$ cat src/rtl/mem_bank_cfg_sequencer.sv
// Purpose : programs a memory tile row by row: takes one row word per row, drives bit lines, then pulses that row's word line.
// Latency : 3+WL_PULSE cycles per row with cfg_valid held high, plus one DONE cycle; done is asserted 16 cycles after start with the default parameters.
// Backpressure: cfg_ready is high only in LOAD. While cfg_valid is low, the sequencer waits in LOAD with bl and wl held.
//
// Ports:
//   prog_clk, prog_reset_n : clock, and a synchronous active-low reset
//   start                  : single-cycle request to program all rows; honoured only in IDLE
//   cfg_valid/cfg_ready    : handshake for the row word on cfg_data (cfg_data[i] drives bl[i])
//   bl, wl                 : registered bit-line and word-line drive; wl is one-hot or zero
//   busy, done             : busy is high outside IDLE; done pulses for the final DONE cycle
module mem_bank_cfg_sequencer #(
    parameter int BL_WIDTH = 3,
    parameter int WL_WIDTH = 3,
    parameter int WL_PULSE = 2
) (
    input  logic                prog_clk,
    input  logic                prog_reset_n,
    input  logic                start,
    input  logic                cfg_valid,
    input  logic [0:BL_WIDTH-1] cfg_data,
    output logic                cfg_ready,
    output logic [0:BL_WIDTH-1] bl,
    output logic [0:WL_WIDTH-1] wl,
    output logic                busy,
    output logic                done
);

    localparam int              ROW_W     = (WL_WIDTH > 1) ? $clog2(WL_WIDTH) : 1;
    localparam logic [ROW_W-1:0] LAST_ROW = ROW_W'(WL_WIDTH - 1);
    localparam logic [7:0]      PULSE_LEN = 8'(WL_PULSE);

    typedef enum logic [2:0] {
        IDLE,
        LOAD,
        SETUP,
        PULSE,
        HOLD,
        DONE
    } state_t;

    state_t              state, state_nxt;
    logic [ROW_W-1:0]    row, row_nxt;
    logic [7:0]          pcnt, pcnt_nxt;
    logic [0:BL_WIDTH-1] bl_nxt;
    logic [0:WL_WIDTH-1] wl_nxt;

    always_ff @(posedge prog_clk) begin
        if (!prog_reset_n) begin
            state <= IDLE;
            row   <= '0;
            pcnt  <= '0;
            bl    <= '0;
            wl    <= '0;
        end else begin
            state <= state_nxt;
            row   <= row_nxt;
            pcnt  <= pcnt_nxt;
            bl    <= bl_nxt;
            wl    <= wl_nxt;
        end
    end

    always_comb begin
        state_nxt = state;
        row_nxt   = row;
        pcnt_nxt  = pcnt;
        bl_nxt    = bl;
        wl_nxt    = '0;

        case (state)
            IDLE: begin
                if (start) begin
                    state_nxt = LOAD;
                    row_nxt   = '0;
                end
            end
            LOAD: begin
                if (cfg_valid) begin
                    bl_nxt    = cfg_data;
                    state_nxt = SETUP;
                end
            end
            SETUP: begin
                pcnt_nxt  = PULSE_LEN;
                state_nxt = PULSE;
            end
            PULSE: begin
                // The counter holds the number of pulse cycles left, including the current cycle.
                if (pcnt <= 8'd1) begin
                    pcnt_nxt  = '0;
                    state_nxt = HOLD;
                end else begin
                    pcnt_nxt = pcnt - 8'd1;
                end
            end
            HOLD: begin
                if (row == LAST_ROW) begin
                    state_nxt = DONE;
                end else begin
                    row_nxt   = row + 1'b1;
                    state_nxt = LOAD;
                end
            end
            DONE: begin
                bl_nxt    = '0;
                state_nxt = IDLE;
            end
            default: state_nxt = IDLE;
        endcase

        // wl is registered, so it is decoded from the next state.
        // This keeps wl high in exactly the PULSE cycles.
        // The row is stable when entering PULSE and throughout PULSE.
        if (state_nxt == PULSE) begin
            for (int i = 0; i < WL_WIDTH; i++) begin
                wl_nxt[i] = (row == ROW_W'(i));
            end
        end
    end

    assign cfg_ready = (state == LOAD);
    assign busy      = (state != IDLE);
    assign done      = (state == DONE);

endmodule

$ cat config.mk
export PLATFORM = sky130hd
export DESIGN_NAME = mem_bank_cfg_sequencer
export DESIGN_NICKNAME = d
export VERILOG_FILES = /design/src/rtl/mem_bank_cfg_sequencer.sv
export SDC_FILE = /design/constraint.sdc
export NUM_CORES = 1
export LEC_CHECK = 0
export ABC_AREA = 1
export CELL_PAD_IN_SITES_DETAIL_PLACEMENT = 1
export CELL_PAD_IN_SITES_GLOBAL_PLACEMENT = 2
export CORE_ASPECT_RATIO = 0.6
export CORE_MARGIN = 10
export CORE_UTILIZATION = 25
export CTS_CLUSTER_SIZE = 14
export DETAILED_ROUTE_END_ITERATION = 8
export PLACE_DENSITY = 0.77
export SETUP_SLACK_MARGIN = 0.02
export SLEW_MARGIN = 20
export SYNTH_ARGS = -nofsm -noshare
export SYNTH_HDL_FRONTEND = slang
export SYNTH_SLANG_ARGS = --single-unit
$ cat constraint.sdc
create_clock -name prog_clk -period 1.29 [get_ports prog_clk]
set_input_delay 0.258 -clock prog_clk [delete_from_list [all_inputs] [get_ports prog_clk]]
set_output_delay 0.258 -clock prog_clk [all_outputs]
set_load 0.01 [all_outputs]
==> impl_metrics.yaml <==
sta:
  final-setup-viol-count: 13
  hold_viol_final: 0
  finalClockSkew_ns: 0.00125
  fin_crit_sh_pct: 110
  clock.fmax_mhz: 707
  worst_pin_slew_ns: 0.255
  slew-limit-headroom_pct: 82.9
  fin_tns_setup_ns: -1.01
  finalWorstSetupSlack_ns: -0.125
  finalMaxSlewViolations: 0
  rsz0062_at_grt: "true"
  period_needed_ns: 1.42
setup_path:
  cp-end-kind: "flop"
  start_kind: "flop"
  path_class: "reg2reg"
  crit_slowest_cell: "dfxtp_4"
  crit_fanout: 4
  critical_path.startpoint: "pcnt[0]"
  crit_family: "simple AND/OR/NAND/NOR gates"
  cp_num_buf_inv: 4
  path_cells: "inv_4 -> ha_4 -> inv_2 -> nand2_2 -> nand2_4 -> nor2_4 -> nor2_4 -> buf_12 -> buf_12 -> nand2_2 -> a21oi_2"
  cp.required_ns: 1.49
  critPathMaxStageDelay_ns: 0.38
  worstPathArrival_ns: 1.61
  rr_startpoint: "pcnt[0]"
cells_and_area:
  fin_nets: 214
  layout-drive-gt1-share_pct: 46.8
  synthToLayoutAreaGrowth_pct: 78.1
  diodes: 0
  seq_area_um2: 395
  n_fill_cell: 459
  multi_input_area_um2: 673
status:
  outcome: "finished, violations left"
  violations: "setup timing"
route:
  drtIter0Drc: 16
  vias: 1101
  ant_nets: 0
  wl_per_cell_um: 14.5
  drc: 0
  firstDrtPassIters: 4
  finalWirelength_mm: 3.59
  vias_per_cell: 4.44
power_and_ir_drop:
  intPower_uw: 1070
  total_power_uw: 1560
  switching_power_uw: 492
  switching_share_pct: 31.4
  max-vdd-ir-drop_uv: 402
  p_leak_uw: 0.000751
  powerDensity_mw_per_mm2: 895
  p_seq_share_pct: 41.1
  pwr-share-clk_pct: 26.7
  power_frac_comb_pct: 32.2
synth:
  synth_ff_type: "dfxtp_1"
  ys_seq_elements: 19
  syn-num-nets: 156
  synth_top_area_share_pct: 38.7
  yosysWarnings: 0
  synth_cell_types: 20
  synth.area.top_cells: "dfxtp_1 (39%), nand2_1 (12%), inv_1 (7.6%)"
  synth.largest_area_cell: "dfxtp_1"
  synthCells: 144
  synth_most_common_cell: "nand2_1"
  syn_area_um2: 982
  seq_area_frac_synth_pct: 38.7
  synthArstFlopShare_pct: 0
  ys_top_cells_by_count: "nand2_1 (31), inv_1 (20), nor2_1 (20), dfxtp_1 (19), a21oi_1 (13)"
  avgSynthCellArea_um2: 6.82
  synth_edf_count: 0
floorplan:
  coreArea_mm2: 0.00372
  dieArea_mm2: 0.00692
  row_count: 17
  die_x_um: 101
  die_h_um: 68.6
  io_pins: 16
  start_util_pct: 26.4
place:
  post-place-ws_ns: -0.218
  portBuffers: 15
  hpwl_mm: 2.62
  gp_congestion: 0.790
cts:
  path_clk_slew_ns: 0.07
  clockRootBuffer: "clkbuf_8"
  clk_path_buf_depth: 2
  cts_tree: "built"
  cts_hold_buf: 0
  cts.sinks: 19
  htreeDepth: 1
  clk_latency_ns: 0.25
  cts_buffers: 3
global_route:
  grt_overflow: 0
  grt_max_degree: 12
  antenna_found_initial: 0
  grt_pass1_wl_mm: 5.42
  grt_pass1_vias: 1170
  grtUsageTotal_pct: 9.87
hold_path:
  hold_path.class: "reg2reg"
  hp-start: "bl[1]"
flow_run:
  cap_violations: 0
-- layout make-up --
class / count / share of cell area (%)
Multi-Input combinational cell: 100 / 38.5
Timing Repair Buffer: 54 / 27.3
Sequential cell: 19 / 22.6
Inverter: 24 / 5.72
Tap cell: 47 / 3.36
Clock buffer: 4 / 2.58
-- power groups by stage --
stage | combinational (uW) | sequential [uW] | clock [uW]
after floorplan | 200 | 653 | 0
after global placement | 384 | 647 | 0
final | 503 | 643 | 418
after CTS | 427 | 643 | 436
after detailed placement | 400 | 650 | 0
after global routing | 555 | 647 | 456
-- cell usage in the layout, fill, tap and decap left out, types with 4 or more instances in the layout --
master / synthesis / layout
nor2_1: 20 / 16
buf_6: 0 / 7
buf_4: 0 / 32
inv_2: 4 / 4
a21oi_1: 13 / 6
nand2_1: 31 / 23
inv_4: 0 / 4
dfxtp_1: 19 / 13
a21oi_2: 1 / 8
o21ai_0: 6 / 6
nand3_1: 7 / 4
inv_1: 20 / 16
nor2_4: 2 / 6
clkdlybuf4s50_1: 0 / 6
nand2_2: 1 / 7
dlygate4sd2_1: 0 / 6
-- layer usage --
layer | global-route usage (%) | part of all wire [%]
met4 | 2.08 | 0.75
met2 | 17.1 | 49
met5 | 0 | 0
met1 | 11.5 | 44
met3 | 3.77 | 6.2
-- worst paths after layout --
| kind | endpoint | cells past startpoint | slack (ns) |
|---|---|---|---|
| min | bl[1] | 2 | 0.48 |
| max reg2reg | pcnt[4] | 11 | -0.13 |
| max | pcnt[4] | 11 | -0.13 |
| min reg2reg | bl[1] | 2 | 0.48 |
-- per-stage QoR --
stage	cell area, um2	instances	util [%]	hold slack [ns]
final	1750	248	47.0	0.477
after CTS	1560	240	41.9	0.475
after floorplan	997	144	-	0.379
after global placement	1420	232	38.1	0.443
after detailed placement	1420	232	38.1	0.465
after global routing	1750	248	47.0	0.513
-- repair_timing --
action | in CTS | in global routing
setup buffers | 4 | 8
resized for setup | 41 | 35
endpoints found under the setup margin | 28 | 22
hold endpoints to repair | 0 | 0
pin swaps | 8 | 13
-- worst reg2reg max path, delay by kind of cell (launching register included) --
| family | cells | cell delay, ns |
|---|---|---|
| AND/OR/NAND/NOR | 5 | 0.39 |
| buffers and inverters | 4 | 0.32 |
| AO/OA/AOI/OAI | 1 | 0.12 |
| adder cells (fa/ha/maj) | 1 | 0.15 |
| flip-flops | 1 | 0.38 |
-- flip-flops by register name, summed over array words and instances (netlist names) --
register,count
bl,3
wl,3
row,2
state,3
pcnt,8
-- logic make-up (layout without fill, tap and decap cells) --
logic type / Yosys count / count (layout) / synth area share, %
compound gates: 22 / 22 / 11.8
simple gates: 71 / 71 / 31.7
xor+xnor: 2 / 2 / 1.78
flops: 19 / 19 / 38.7
fa+ha+maj: 5 / 5 / 6.37
buf+inv: 25 / 82 / 9.55
Power figures use the tool's default switching activity.
